<file path="config.mk">
export PLATFORM = sky130hd
export DESIGN_NAME = clk_div_prog
export DESIGN_NICKNAME = d
export VERILOG_FILES = /design/src/rtl/clk_div_prog.sv
export SDC_FILE = /design/constraint.sdc
export NUM_CORES = 1
export LEC_CHECK = 0
export BUFFER_PORTS_ARGS = -buffer_cell sky130_fd_sc_hd__buf_2
export CORE_ASPECT_RATIO = 1.4
export CORE_UTILIZATION = 57
export CTS_BUF_LIST = sky130_fd_sc_hd__clkbuf_8
export CTS_CLUSTER_DIAMETER = 100
export CTS_CLUSTER_SIZE = 40
export DETAILED_ROUTE_END_ITERATION = 12
export GPL_ROUTABILITY_DRIVEN = 0
export GPL_TIMING_DRIVEN = 0
export HOLD_SLACK_MARGIN = 0.15
export PLACE_DENSITY = 0.78
export SLEW_MARGIN = 20
export SYNTH_ARGS = -nofsm -noshare
export SYNTH_HDL_FRONTEND = slang
export SYNTH_SLANG_ARGS = --single-unit
</file>
<file path="constraint.sdc">
create_clock -name clk -period 3.3 [get_ports clk]
set_input_delay 0 -clock clk [delete_from_list [all_inputs] [get_ports clk]]
set_output_delay 0 -clock clk [all_outputs]
set_load 0.01 [all_outputs]
</file>
<file path="src/rtl/clk_div_prog.sv">
`default_nettype none
// ============================================================================
// Module   : clk_div_prog
// Brief    : Multi-channel runtime-programmable 50%-duty clock divider with
//            glitch-free half-period reload at full-period boundaries.
// Revision : 1.0
// ============================================================================
module clk_div_prog #(
    parameter int NUM_CH      = 2,
    parameter int CNT_W       = 16,
    parameter int DIV_DEFAULT = 25,
    parameter int CH_W        = (NUM_CH > 1) ? $clog2(NUM_CH) : 1
) (
    input  logic              clk,
    input  logic              rst,
    input  logic [NUM_CH-1:0] en,
    input  logic              cfg_wr,
    input  logic [CH_W-1:0]   cfg_ch,
    input  logic [CNT_W-1:0]  cfg_half,
    output logic              cfg_err,
    output logic [NUM_CH-1:0] cfg_pend,
    output logic [NUM_CH-1:0] clk_out,
    output logic [NUM_CH-1:0] tick,
    output logic [NUM_CH-1:0] busy
);

    typedef enum logic [1:0] {
        ST_IDLE     = 2'd0,
        ST_RUN      = 2'd1,
        ST_STOPPING = 2'd2
    } state_t;

    localparam logic [CH_W:0]    c_NUM_CH      = (CH_W+1)'(NUM_CH);
    localparam logic [CNT_W-1:0] c_DIV_DEFAULT = CNT_W'(DIV_DEFAULT);
    localparam logic [CNT_W-1:0] c_ONE         = CNT_W'(1);

    logic w_cfg_legal;
    logic r_cfg_err;

    assign w_cfg_legal = ({1'b0, cfg_ch} < c_NUM_CH) && (cfg_half != '0);
    assign cfg_err     = r_cfg_err;

    always_ff @(posedge clk) begin
        if (rst) begin
            r_cfg_err <= 1'b0;
        end else begin
            r_cfg_err <= cfg_wr && !w_cfg_legal;
        end
    end

    for (genvar gi = 0; gi < NUM_CH; gi++) begin : g_ch
        state_t           r_state;
        state_t           w_state_nxt;
        logic [CNT_W-1:0] r_cnt;
        logic [CNT_W-1:0] w_cnt_nxt;
        logic [CNT_W-1:0] r_hp;
        logic [CNT_W-1:0] w_hp_nxt;
        logic [CNT_W-1:0] r_pending;
        logic [CNT_W-1:0] w_pending_nxt;
        logic             r_clk;
        logic             w_clk_nxt;
        logic             r_tick;
        logic             w_tick_nxt;
        logic             r_pend;
        logic             w_pend_nxt;
        logic             w_apply;
        logic             w_term;
        logic             w_wr_hit;

        assign w_term   = (r_cnt == r_hp - c_ONE);
        assign w_wr_hit = cfg_wr && w_cfg_legal && (cfg_ch == CH_W'(gi));

        always_comb begin
            w_state_nxt   = r_state;
            w_cnt_nxt     = r_cnt;
            w_clk_nxt     = r_clk;
            w_tick_nxt    = 1'b0;
            w_apply       = 1'b0;
            w_pending_nxt = r_pending;
            case (r_state)
                ST_IDLE: begin
                    w_cnt_nxt = '0;
                    w_clk_nxt = 1'b0;
                    w_apply   = r_pend;
                    if (en[gi]) begin
                        w_state_nxt = ST_RUN;
                    end
                end
                default: begin
                    if (!en[gi] && !r_clk) begin
                        // Output already low: stop without finishing the period
                        w_state_nxt = ST_IDLE;
                        w_cnt_nxt   = '0;
                    end else begin
                        if (w_term) begin
                            w_cnt_nxt  = '0;
                            w_clk_nxt  = !r_clk;
                            w_tick_nxt = !r_clk;
                            w_apply    = r_clk && r_pend;
                        end else begin
                            w_cnt_nxt = r_cnt + c_ONE;
                        end
                        if (en[gi]) begin
                            w_state_nxt = ST_RUN;
                        end else if (w_term) begin
                            w_state_nxt = ST_IDLE;
                        end else begin
                            w_state_nxt = ST_STOPPING;
                        end
                    end
                end
            endcase
            w_hp_nxt   = w_apply ? r_pending : r_hp;
            w_pend_nxt = w_apply ? 1'b0 : r_pend;
            // A write landing on the apply edge becomes the next pending value
            if (w_wr_hit) begin
                w_pending_nxt = cfg_half;
                w_pend_nxt    = 1'b1;
            end
        end

        always_ff @(posedge clk) begin
            if (rst) begin
                r_state   <= ST_IDLE;
                r_cnt     <= '0;
                r_hp      <= c_DIV_DEFAULT;
                r_pending <= '0;
                r_clk     <= 1'b0;
                r_tick    <= 1'b0;
                r_pend    <= 1'b0;
            end else begin
                r_state   <= w_state_nxt;
                r_cnt     <= w_cnt_nxt;
                r_hp      <= w_hp_nxt;
                r_pending <= w_pending_nxt;
                r_clk     <= w_clk_nxt;
                r_tick    <= w_tick_nxt;
                r_pend    <= w_pend_nxt;
            end
        end

        assign clk_out[gi]  = r_clk;
        assign tick[gi]     = r_tick;
        assign busy[gi]     = (r_state != ST_IDLE);
        assign cfg_pend[gi] = r_pend;
    end

endmodule
`default_nettype wire

</file>
Word level (Yosys, flattened, before mapping):

Cells that the tools add are included.

* register bits after elaboration: 107
* bits of input ports: 22
* output and inout port bits: 9
* logic and storage cells: 76

* add/subtract/negate cells: 4
* equal/unequal tests: 4
* multiplexer cells: 20
* bitwise logic cells: 5
* reduce and logical (&&, ||, !) cells: 28

Operator list (count)
* $add 16x1->16 const B: 2
* $eq 16x16->1: 2
* $sub 16x1->16 const B: 2
* $mux 2: 10
* $reduce_bool 16->1: 1
* $reduce_or 4->1: 4
* $mux 1: 10
* $logic_and 1x1->1: 8
* $reduce_bool 2->1: 4
* $logic_not 1->1: 5
* $not 1->1: 5
* $logic_not 2->1: 2
* $ne 2x2->1 const B: 2
* $reduce_and 2->1: 2
* $reduce_or 2->1: 2

Depth between registers and ports, before layout:

Gate-level depths: netlist (run 1).

* word-level depth: 7
* depth in mapped cells: 11
* depth with buffers taken out: 9

Worst setup path after synthesis (run 1):

OpenSTA, ideal clock, no wires.

* kind: reg2reg
* from: register g_ch[0].r_hp[0]
* to: register g_ch[0].r_clk
* setup time: 86 ps
* arrival: 3191 ps
* data required time: 3214 ps
* setup slack: 24 ps
* stages on the path, launching flop included: 11
* path buffers: 1
* period minus slack after synthesis: 3276 ps
* path through: dfxtp_1 > inv_1 > ha_1 > clkbuf_1 > or3b_2 > or4_1 > a211oi_1 > o22ai_1 > or4_1 > or4_1 > a211oi_1

* longest elaborated chain between the ends: 3

Ends and longest elaborated chain
* start: declaration: RTL line 56 `logic [CNT_W-1:0] r_hp;`
* start signal: assignment: RTL line 126 `r_hp <= c_DIV_DEFAULT;`
* start signal: assignment: RTL line 134 `r_hp <= w_hp_nxt;`
* $sub 16x1->16: RTL line 70 `assign w_term = (r_cnt == r_hp - c_ONE);`
* $eq 16x16->1: RTL line 70
* $reduce_and 2->1 (no source line)
* end signal: assignment: RTL line 136 `r_clk <= w_clk_nxt;`
* end: declaration: RTL line 60 `logic r_clk;`

Every way passes these cells.
A chain may end at the register's enable or synchronous reset.

Final worst setup path (run 1):

* from: register g_ch[1].r_hp[8]
* to: register g_ch[1].r_hp[9]

* longest elaborated chain between the ends: 5

Ends and longest elaborated chain
* start: declaration: RTL line 56
* start signal: assignment: RTL line 126
* start signal: assignment: RTL line 134
* $sub 16x1->16: RTL line 70
* $eq 16x16->1: RTL line 70
* $mux 1: RTL line 95 `if (w_term) begin`
* $mux 1: RTL line 90 `if (!en[gi] && !r_clk) begin`
* $mux 1: RTL line 80 `case (r_state)`

Every way passes these cells.

==> out/results.md, run 1 <==
| Quantity | This run |
| --- | --- |
| Result of the run | completed |
| DR iter-0 viols | 170 |
| Number of clock buffers inserted by TritonCTS | 9 |
| Worst reg2reg path startpoint | g_ch[1].r_hp[8] |
| IR Drop Worst-Case VDD | 0.358 mV |
| Number of max-slew violations in the final report | 0 |
| Count of inserted antenna diode cells | 0 |
| Setup slack of the critical path after layout | 0.0869 ns |
| Most instantiated flip-flop cell in the synthesis netlist | dfxtp_1 |
| Number of flops mapped to enable cells by yosys | 0 |
| Maximum buffer depth of the clock tree | 2 |
| Ratio of routed vias to standard cells | 5.62 |
| Largest clock skew in the final design | 0.0126 ns |
| Total overflow reported by the global router | 0 |
| Internal power of the cells | 1.89 mW |
| Post-Synthesis Cell Area | 5270 µm² |
| CTS tree | built |
| Sequential element share of the synthesized area | 40.6% |
| Nets in the synthesized netlist | 626 |
| Cell variety after synth | 55 |
| Standard cell core area | 8980 µm² |
| GR met3 Demand/Resource | 4.70% |
| Worst Hold Launch | cfg_ch |
| Switching power | 594 µW |
| Crit path kind | flip-flop to flip-flop |
| Layout Area Growth over Synthesis | 16.2% |
| Post-synthesis async set-or-reset flop share | 0% |
| Final-stage net count | 690 |
| Most crowded layer after global routing | met2 |
| Vias in the first global route | 4389 |
| Highest attainable clock frequency | 311 MHz |
| Flop and latch count out of synthesis | 107 |
| Capture instance of the worst register-to-register path | g_ch[1].r_hp[9] |
| IO Pins | 31 |
| Die Y-Extent | 116 µm |
| Worst reg2reg setup slack | 0.09 ns |
| Clock Sinks | 107 |
| Worst-path clk slew | 0.10 ns |
| Detailed Routing Iterations Pass 1 | 4 |
| Worst setup path end | g_ch[1].r_hp[9] |
| WL final | 12400 µm |
| Total setup violations reported at the end of the flow | 0 |
| Total Routing Usage GR | 26.4% |
| Ratio of cells with drive above 1 in the final layout | 13.0% |
| Tmin final | 3.21 ns |
| H-tree depth reported by CTS | 3 |
| Number of antenna violations at the first check in global routing | 0 |
| WL per Instance | 16.0 µm |
| Post-route standard cell area excluding fillers | 6120 µm² |
| Launching element type of the critical path | flip-flop |
| Largest net degree at the start of global routing | 17 |
| Sort of element at the end of the critical path | flip-flop |
| Horizontal die dimension | 83.3 µm |
| Data arrival time of the critical path | 3.53 ns |
| Syn_area_per_cell | 8.78 µm² |
| GRT met2 Usage | 52.8% |
| Origin of the worst setup path | g_ch[1].r_hp[8] |
| Worst slack at placement | -0.440 ns |
| Worst-path fanout max | 10 |
| Master cell of the clock root buffer | clkbuf_8 |
| Hpwl dp | 9030 µm |
| Multi-input gate area in the final layout | 2980 µm² |
| Sw frac | 23.9% |
| Pin slew with the least headroom to its limit | 0.834 ns |
| Worst reg-to-reg path cell count | 9 |
| Area after detailed placement | 5550 µm² |
| Data required time of the critical path | 3.61 ns |
| Classification of the worst-slack hold path | input port to flip-flop |
| Max_slew headroom | 44.2% |
| Storage element area | 2140 µm² |
| Via total after detailed routing | 4361 |
| Wire length of the first global-routing pass | 20200 µm |
| Yosys warning count | 0 |
| Initial standard-cell utilization of the core | 58.7% |
| Synthesized instance count | 600 |
| Port-buffer cells | 29 |
| Area of the die | 9640 µm² |
| GR Layer Usage met1 | 25.8% |
| Power per Cell Area | 406 nW/µm² |
| Fraction of power consumed by combinational cells | 9.5% |
| Post-detailed-route DRC marker count | 0 |
| Count of filler cells inserted in the layout | 679 |
| Post-detailed-route count of antenna-violating nets | 0 |
| Number of hold violations in the final report | 0 |
| Later-pin clock latency in the skew report | 0.38 ns |
| Maximum capacitance violations | 0 |
| Row count | 41 |
| Fraction of power consumed by the clock network | 36.4% |
| Share of the clock period used by the worst path | 97.4% |
| Static leakage | 2.35 nW |
| Sequential cell fraction of total power | 54.1% |
==> power groups by stage <==
stage                     Sequential [mW]  Combinational, mW  Clock (mW)
after floorplan                      1.37              0.144           0
after detailed placement             1.37              0.202           0
after global placement               1.37              0.195           0
final                                1.35              0.237       0.904
after CTS                            1.34              0.229       0.915
after global routing                 1.35              0.257       0.965
==> sequential cells by signal, summed over array words and instances (netlist names) <==
register / count
g_ch.r_pending: 32
cfg_err: 1
g_ch.r_pend: 2
g_ch.r_cnt: 32
g_ch.r_clk: 2
g_ch.r_hp: 32
g_ch.r_state: 4
g_ch.r_tick: 2
==> cell families (layout without fill, tap and decap cells) <==
family	after synthesis	after routing	synth area share [%]
buf+inv	51	120	4.61
mux	67	67	12.7
flops	107	107	40.6
compound gates	45	45	6.77
xor+xnor	67	67	11.1
simple gates	259	259	23.1
fa+ha+maj	4	4	0.950
==> through the flow <==
stage | power, mW | utilization [%] | instances | setup TNS, ns | hold slack, ns
CTS | 2.49 | 67.7 | 776 | 0 | 0.168
finish | 2.49 | 68.2 | 776 | 0 | 0.184
floorplan | 1.51 | - | 600 | 0 | 0.0724
global placement | 1.57 | 61.8 | 736 | -11.83 | 0.212
detailed placement | 1.58 | 61.8 | 736 | -15.81 | 0.210
global route | 2.57 | 68.2 | 776 | -0.00768 | 0.228
==> Yosys cell counts (2+ instances only) <==
cell         n  share of area [%]
and2_1       3               0.36
a21oi_1      4               0.38
nand3_1     15                1.4
a22o_1       2               0.33
inv_1       15                1.1
a311oi_1     2               0.33
xor2_1      32                5.3
nand2_1     69                4.9
nor2_1      97                6.9
dfxtp_1    107                 41
buf_6        3               0.64
nor2b_1      5               0.59
or4_1        7                1.0
o31ai_1      3               0.43
mux2i_1     66                 13
or3b_2       2               0.33
a21o_1       2               0.28
a2111oi_0    3               0.50
clkbuf_1    24                1.7
nor3_1      10               0.95
a31oi_1      5               0.59
xnor2_1     35                5.8
nand4_1     15                1.8
o21bai_1     2               0.28
nor4b_1      2               0.33
a211oi_1     3               0.43
buf_2        2               0.19
and3_1      11                1.3
nor3b_1      3               0.43
o21ai_0      4               0.38
or3_1        2               0.24
o211ai_1     3               0.43
ha_1         4               0.95
buf_4        7                1.0
or4_4        2               0.43
nor4_1      10                1.2
==> layout make-up <==
cell class,count,share of cell area (%)
Clock buffer,11,2.47
Inverter,15,0.919
Clock inverter,5,1.23
Timing Repair Buffer,54,6.29
Multi-Input combinational cell,442,48.7
Buffer,35,3.19
Sequential cell,107,35.0
Tap cell,107,2.19
==> cells in the final DEF, fill, tap and decap left out, types with 4 or more instances in the layout <==
master	synthesis	final
a21oi_1	4	4
a31oi_1	5	5
and3_1	11	11
buf_2	2	29
buf_4	7	11
buf_6	3	4
clkbuf_1	24	22
clkbuf_8	0	11
dfxtp_1	107	105
dlygate4sd3_1	0	21
inv_1	15	15
mux2i_1	66	66
nand2_1	69	69
nand3_1	15	15
nand4_1	15	15
nor2_1	97	97
nor2b_1	5	5
nor3_1	10	9
nor4_1	10	9
o21ai_0	4	4
or4_1	7	6
xnor2_1	35	35
xor2_1	32	32
==> worst max-delay path: stages (launching register included) <==
cell	delay, ns
dfxtp_1	0.39
or4_1	0.56
or3_1	0.32
a2111o_1	0.47
a2111oi_4	0.40
nand4_1	0.20
a21boi_1	0.19
clkbuf_4	0.23
buf_6	0.19
mux2i_1	0.19
==> worst min path at each step <==
stage	to	slack, ns	depth (start not counted)
2_1_floorplan	g_ch[0].r_state[1]	0.07	1
3_3_place_gp	g_ch[1].r_state[1]	0.21	2
3_5_place_dp	g_ch[1].r_state[1]	0.21	2
4_1_cts	g_ch[0].r_pending[15]	0.17	4
5_1_grt	g_ch[0].r_pending[5]	0.23	4
6_report	g_ch[0].r_pending[15]	0.18	4
==> timing repair <==
action                                  in CTS  in global routing
hold endpoints to repair                    41                  0
gates cloned                                 0                  0
endpoints found under the setup margin      59                 57
pin swaps                                    4                  2
buffers inserted                             4                  0
resized for setup                           13                 13
hold buffers                                21                  0
==> metal layers <==
layer	part of all wire, %	up-vias	routed length, µm
met3	2.9	29	355
met1	38	2076	4760
met5	0	-	0
li1	-	2175	-
met2	55	81	6890
met4	3.5	0	435
Power figures use the tool's default switching activity.
==> run 2: changes to the inputs <==
- CORE_UTILIZATION: 57 -> 55
- CTS_BUF_LIST: sky130_fd_sc_hd__clkbuf_8 -> sky130_fd_sc_hd__clkbuf_8 sky130_fd_sc_hd__clkbuf_16
- PLACE_DENSITY: 0.78 -> 0.76
==> out/results.md, run 2 (synthesized netlist as in run 1, its figures left out) <==
| Quantity | This run | Delta |
| --- | --- | --- |
| Result of the run | completed | unchanged |
| Total Routing Usage GR | 25.8% | was 26.4% |
| H-tree depth reported by CTS | 3 | unchanged |
| Non-Filler Instances | 776 | unchanged |
| CTS tree | built | unchanged |
| Vias in the first global route | 4463 | was 4389 |
| Row count | 41 | unchanged |
| Area of the die | 9980 µm² | was 9640 µm² |
| Ratio of cells with drive above 1 in the final layout | 13.2% | was 13.0% |
| Launching element type of the critical path | flip-flop | unchanged |
| Standard cell core area | 9180 µm² | was 8980 µm² |
| Largest net degree at the start of global routing | 17 | unchanged |
| Layout Area Growth over Synthesis | 17.8% | was 16.2% |
| Die Y-Extent | 118 µm | was 116 µm |
| Crit path max-delay cell type | or4_4 | was or4_1 |
| Post-detailed-route count of antenna-violating nets | 0 | unchanged |
| Worst slack at placement | -0.525 ns | was -0.440 ns |
| Port-buffer cells | 29 | unchanged |
| Crit-path max cell delay | 0.57 ns | was 0.56 ns |
| Hpwl dp | 9120 µm | was 9030 µm |
| Worst-path clk slew | 0.07 ns | was 0.10 ns |
| Most frequent standard cell in the layout excluding fill and tap cells | dfxtp_1 | unchanged |
| IR Drop Worst-Case VDD | 0.256 mV | was 0.358 mV |
| Power per Cell Area | 427 nW/µm² | was 406 nW/µm² |
| Data arrival time of the critical path | 3.43 ns | was 3.53 ns |
| Wire length of the first global-routing pass | 20500 µm | was 20200 µm |
| Hold Path Cell Cnt | 4 | unchanged |
| Worst reg-to-reg path cell count | 9 | unchanged |
| Detailed Routing Iterations Pass 1 | 4 | unchanged |
| Initial standard-cell utilization of the core | 57.4% | was 58.7% |
| Number of hold violations in the final report | 0 | unchanged |
| Master cell of the clock root buffer | clkbuf_16 | was clkbuf_8 |
| Pin slew with the least headroom to its limit | 0.876 ns | was 0.834 ns |
| Top flop regs | g_ch.r_cnt x32, g_ch.r_hp x32, g_ch.r_pending x32 | unchanged |
| Highest attainable clock frequency | 316 MHz | was 311 MHz |
| Worst path buffer plus inverter count | 1 | was 2 |
| Worst path top cell family by delay | simple AND/OR/NAND/NOR gates | unchanged |
| Number of clock buffers inserted by TritonCTS | 9 | unchanged |
| Via total after detailed routing | 4406 | was 4361 |
| Total overflow reported by the global router | 0 | unchanged |
| Sort of element at the end of the critical path | flip-flop | unchanged |
| Largest clock skew in the final design | 0.00598 ns | was 0.0126 ns |
| Classification of the worst-slack hold path | input port to flip-flop | unchanged |
| Post-detailed-route DRC marker count | 0 | unchanged |
| Maximum buffer depth of the clock tree | 2 | unchanged |
| Maximum capacitance violations | 0 | unchanged |
| Static leakage | 2.38 nW | was 2.35 nW |
| IO Pins | 31 | unchanged |
| Fin Hold WS | 0.246 ns | was 0.184 ns |
| Logic depth of the worst path, buffers included | 9 | unchanged |
| Placed cell count | 736 | unchanged |
| Total setup violations reported at the end of the flow | 0 | unchanged |
| Share of the clock period used by the worst path | 96.0% | was 97.4% |
| Crit path kind | flip-flop to flip-flop | unchanged |
| Later-pin clock latency in the skew report | 0.34 ns | was 0.38 ns |
| Max_slew headroom | 41.4% | was 44.2% |
| Clock Sinks | 107 | unchanged |
| Number of max-slew violations in the final report | 0 | unchanged |
| Final-stage net count | 690 | unchanged |
| Commonest cells after routing, fill and taps aside | 106 x dfxtp_1, 97 x nor2_1, 69 x nand2_1 | was 105 x dfxtp_1, 97 x nor2_1, 69 x nand2_1 |
| Worst-path fanout max | 8 | was 10 |
| Number of antenna violations at the first check in global routing | 0 | unchanged |
| CP cell instances | inv_1 -> ha_4 -> or3b_4 -> or4_1 -> a211oi_2 -> o22ai_2 -> or4_4 -> or4_1 -> a211oi_1 | was or4_1 -> or3_1 -> a2111o_1 -> a2111oi_4 -> nand4_1 -> a21boi_1 -> clkbuf_4 -> buf_6 -> mux2i_1 |
| WL final | 12400 µm | about the same |
| Horizontal die dimension | 84.7 µm | was 83.3 µm |
| Data required time of the critical path | 3.56 ns | was 3.61 ns |
| DR iter-0 viols | 141 | was 170 |
| Setup slack of the critical path after layout | 0.132 ns | was 0.0869 ns |
| Tmin final | 3.17 ns | was 3.21 ns |
| Ratio of routed vias to standard cells | 5.68 | was 5.62 |
| WL per Instance | 16.0 µm | about the same |
| Setup repair after global routing missed its margin | no |  |
| Crit-path most repeated cell | or4_1 |  |
| Count of inserted antenna diode cells | 0 | unchanged |
[run 2: layer usage]
layer | GRT usage [%] | vias to the layer above | share of wire [%]
met5 | 0 | - | 0
met4 | 16.0 | 0 | 4.1
met3 | 4.35 | 44 | 2.6
met2 | 47.8 | 100 | 54
met1 | 26.5 | 2070 | 39
li1 | - | 2192 | -
[run 2: power by group]
part / switching [mW] / internal, mW / leakage (nW)
Combinational: 0.131 / 0.108 / 1.37
Clock: 0.459 / 0.602 / 0.149
Sequential: 0.0273 / 1.32 / 0.868
[run 2: worst register-to-register path, stage by stage, from the launching register on]
cell and delay [ns]:
dfxtp_2 0.35, inv_1 0.10, ha_4 0.19, or3b_4 0.41
or4_1 0.46, a211oi_2 0.24, o22ai_2 0.13, or4_4 0.57
or4_1 0.41, a211oi_1 0.23
[run 2: repair_timing]
action | CTS | global route
setup buffers | 1 | 5
hold buffers | 20 | 0
endpoints found under the setup margin | 68 | 33
endpoints found under the hold margin | 41 | 0
pin swaps | 1 | 2
gates resized for setup | 14 | 14
[run 2: metrics by stage]
step	instance area [µm²]	total power, mW	TNS, ns	util [%]
2_1_floorplan	5270	1.51	0	-
6_report	6210	2.65	0	67.6
3_5_place_dp	5550	1.58	-18.42	60.4
4_1_cts	6110	2.66	0	66.6
3_3_place_gp	5550	1.57	-13.39	60.4
5_1_grt	6210	2.74	0	67.6
[run 2: final timing paths]
path,start,end,slack [ns]
max,g_ch[0].r_hp[0],g_ch[0].r_clk,0.13
min,cfg_ch,g_ch[0].r_pending[4],0.25
max reg2reg,g_ch[0].r_hp[0],g_ch[0].r_clk,0.13
min reg2reg,g_ch[0].r_pending[15],g_ch[0].r_hp[15],0.47
[run 2: cell type report]
class                           instances  area [µm²]
Multi-Input combinational cell        442        3000
Fill cell                             729        2980
Sequential cell                       107        2140
Timing Repair Buffer                   55         390
Clock buffer                           10         239
Buffer                                 34         191
Tap cell                              107         134
Clock inverter                          6        56.3
Inverter                               15        56.3
==> run 3: changes to the inputs <==
- CORE_UTILIZATION: 55 -> 65
- PLACE_DENSITY: 0.76 -> 0.84
- clock period: 3.3 -> 4.01 ns (I/O delays scaled with it)
==> out/results.md, run 3 (synthesized netlist as in run 1, its figures left out) <==
| Quantity | This run | Delta |
| --- | --- | --- |
| Ratio of cells with drive above 1 in the final layout | 10.2% | was 13.2% |
| Crit path max-delay cell type | or4_1 | was or4_4 |
| Count of filler cells inserted in the layout | 553 | was 729 |
| Worst Hold Launch | cfg_ch | unchanged |
| Post-detailed-route DRC marker count | 0 | unchanged |
| Top flop regs | g_ch.r_cnt x32, g_ch.r_hp x32, g_ch.r_pending x32 | unchanged |
| Highest attainable clock frequency | 268 MHz | was 316 MHz |
| Maximum buffer depth of the clock tree | 2 | unchanged |
| Storage element area | 2140 µm² | about the same |
| WL per Instance | 16.4 µm | was 16.0 µm |
| Total overflow reported by the global router | 0 | unchanged |
| Most frequent standard cell in the layout excluding fill and tap cells | dfxtp_1 | unchanged |
| Destination of the worst hold path | g_ch[0].r_pending[0] | was g_ch[0].r_pending[4] |
| Post-detailed-route count of antenna-violating nets | 0 | unchanged |
| Total Routing Usage GR | 31.5% | was 25.8% |
| Crit-path max cell delay | 0.65 ns | was 0.57 ns |
| Final-stage net count | 687 | was 690 |
| Clock Sinks | 107 | unchanged |
| Standard cell core area | 7800 µm² | was 9180 µm² |
| Number of clock buffers inserted by TritonCTS | 9 | unchanged |
| Tmin final | 3.73 ns | was 3.17 ns |
| Worst reg2reg setup slack | 0.28 ns | was 0.13 ns |
| Detailed Routing Iterations Pass 1 | 4 | unchanged |
| Commonest cells after routing, fill and taps aside | 107 x dfxtp_1, 97 x nor2_1, 69 x nand2_1 | was 106 x dfxtp_1, 97 x nor2_1, 69 x nand2_1 |
| CP cell instances | inv_1 -> ha_1 -> clkbuf_1 -> or3b_2 -> or4_1 -> a211oi_1 -> o22ai_1 -> or4_1 -> o21ai_4 -> buf_2 -> nor2_1 | was inv_1 -> ha_4 -> or3b_4 -> or4_1 -> a211oi_2 -> o22ai_2 -> or4_4 -> or4_1 -> a211oi_1 |
| Master cell of the clock root buffer | clkbuf_8 | was clkbuf_16 |
| Launching element type of the critical path | flip-flop | unchanged |
| Total negative slack | 0 ns | unchanged |
| Area of the die | 8480 µm² | was 9980 µm² |
| Total setup violations reported at the end of the flow | 0 | unchanged |
| Crit path kind | flip-flop to flip-flop | unchanged |
| Capture instance of the worst register-to-register path | g_ch[0].r_cnt[5] | was g_ch[0].r_clk |
| Worst reg2reg path startpoint | g_ch[0].r_hp[0] | unchanged |
| Number of max-slew violations in the final report | 0 | unchanged |
| Crit-path most repeated cell | or4_1 | unchanged |
| Classification of the worst-slack hold path | input port to flip-flop | unchanged |
| Wire length of the first global-routing pass | 20600 µm | was 20500 µm |
| Largest net degree at the start of global routing | 17 | unchanged |
| Count of inserted antenna diode cells | 0 | unchanged |
| Logic depth of the worst path, buffers included | 11 | was 9 |
| Result of the run | completed | unchanged |
| Data arrival time of the critical path | 3.99 ns | was 3.43 ns |
| Vias in the first global route | 4492 | was 4463 |
| Maximum capacitance violations | 0 | unchanged |
| Non-Filler Instances | 765 | was 776 |
| H-tree depth reported by CTS | 3 | unchanged |
| Later-pin clock latency in the skew report | 0.37 ns | was 0.34 ns |
| Worst-path fanout max | 10 | was 8 |
| Static leakage | 2.28 nW | was 2.38 nW |
| Horizontal die dimension | 78.1 µm | was 84.7 µm |
| Pin slew with the least headroom to its limit | 0.813 ns | was 0.876 ns |
| Setup repair after global routing missed its margin | no | unchanged |
| Max_slew headroom | 45.3% | was 41.4% |
| Ratio of routed vias to standard cells | 5.77 | was 5.68 |
| Layout Area Growth over Synthesis | 13.0% | was 17.8% |
| Worst path top cell family by delay | simple AND/OR/NAND/NOR gates | unchanged |
| Hold Path Cell Cnt | 4 | unchanged |
| Share of the clock period used by the worst path | 93.1% | was 96.0% |
| Initial standard-cell utilization of the core | 67.6% | was 57.4% |
| Number of antenna violations at the first check in global routing | 0 | unchanged |
| Power per Cell Area | 326 nW/µm² | was 427 nW/µm² |
| CTS tree | built | unchanged |
| Worst reg-to-reg path cell count | 11 | was 9 |
| Worst-path clk slew | 0.10 ns | was 0.07 ns |
| IR Drop Worst-Case VDD | 0.176 mV | was 0.256 mV |
| Die Y-Extent | 109 µm | was 118 µm |
| Largest clock skew in the final design | 0.0105 ns | was 0.00598 ns |
| IO Pins | 31 | unchanged |
| DR iter-0 viols | 263 | was 141 |
| Data required time of the critical path | 4.27 ns | was 3.56 ns |
| Number of hold violations in the final report | 0 | unchanged |
| Port-buffer cells | 29 | unchanged |
| Multi-input gate area in the final layout | 2910 µm² | was 3000 µm² |
| Worst path buffer plus inverter count | 3 | was 1 |
| Sort of element at the end of the critical path | flip-flop | unchanged |
| Placed cell count | 729 | was 736 |
| WL final | 12600 µm | was 12400 µm |
| Hpwl dp | 9210 µm | was 9120 µm |
| Row count | 38 | was 41 |
| Number of buffers added for setup after CTS | 0 | was 1 |
| Via total after detailed routing | 4417 | was 4406 |
## run 3: changes by cell type in the layout (fill, tap and decap cells not counted), moves of 2 or more
cell        previous run  this run
buf_2                 29        31
buf_4                 14         7
or4_1                  5         7
clkbuf_1              21        24
or4_4                  4         2
clkinv_2               3         0
clkbuf_8               1         9
clkinvlp_4             1         3
clkbuf_16              9         0
## run 3: area by class of cell
type / count / area share (%)
Sequential cell: 107 / 36.0
Timing Repair Buffer: 50 / 5.97
Inverter: 15 / 0.946
Clock inverter: 6 / 1.01
Tap cell: 100 / 2.10
Multi-Input combinational cell: 442 / 48.8
Buffer: 36 / 3.13
Clock buffer: 9 / 2.08
## run 3: report_power, final
part,switching [mW],internal (mW)
clock,0.364,0.281
combinational,0.105,0.0819
sequential,0.0204,1.09
## run 3: how the worst max path moves through the flow
stage / from / end / slack [ns]
CTS: g_ch[1].r_hp[0] / g_ch[1].r_cnt[14] / 0.15
global route: g_ch[0].r_hp[0] / g_ch[0].r_cnt[5] / 0.008
finish: g_ch[0].r_hp[0] / g_ch[0].r_cnt[5] / 0.28
detailed placement: g_ch[1].r_hp[0] / g_ch[1].r_cnt[13] / 0.17
floorplan: g_ch[0].r_hp[0] / g_ch[0].r_clk / 0.73
global placement: g_ch[0].r_hp[0] / g_ch[0].r_cnt[14] / 0.33
## run 3: layer usage
layer | track usage [%] | part of all wire, % | up-vias
met2 | 61.0 | 54 | 105
met4 | 19.6 | 5.2 | 0
met3 | 4.64 | 2.9 | 50
met5 | 0 | 0 | -
met1 | 31.0 | 38 | 2091
li1 | - | - | 2171
## run 3: repair_timing
item / 4_1_cts / 5_1_grt
hold endpoints to repair: 41 / 0
endpoints found under the setup margin: 0 / 29
gates resized for setup: 0 / 4
hold buffers: 21 / 0
## run 3: through the flow
step                setup slack (ns)  hold slack [ns]  area [µm²]  util (%)  power, mW
floorplan                      0.734           0.0724        5270         -       1.24
global placement               0.328            0.196        5540      71.1       1.29
detailed placement             0.171            0.202        5540      71.1       1.30
CTS                            0.153            0.169        5930      76.1       1.94
global route                 0.00776            0.199        5950      76.4       2.01
finish                         0.277            0.186        5950      76.4       1.94
## run 3: worst min-delay path, stage by stage
cell     delay, ns
buf_2         0.11
nor2_1        0.18
mux2i_1       0.17
nor2_1        0.07
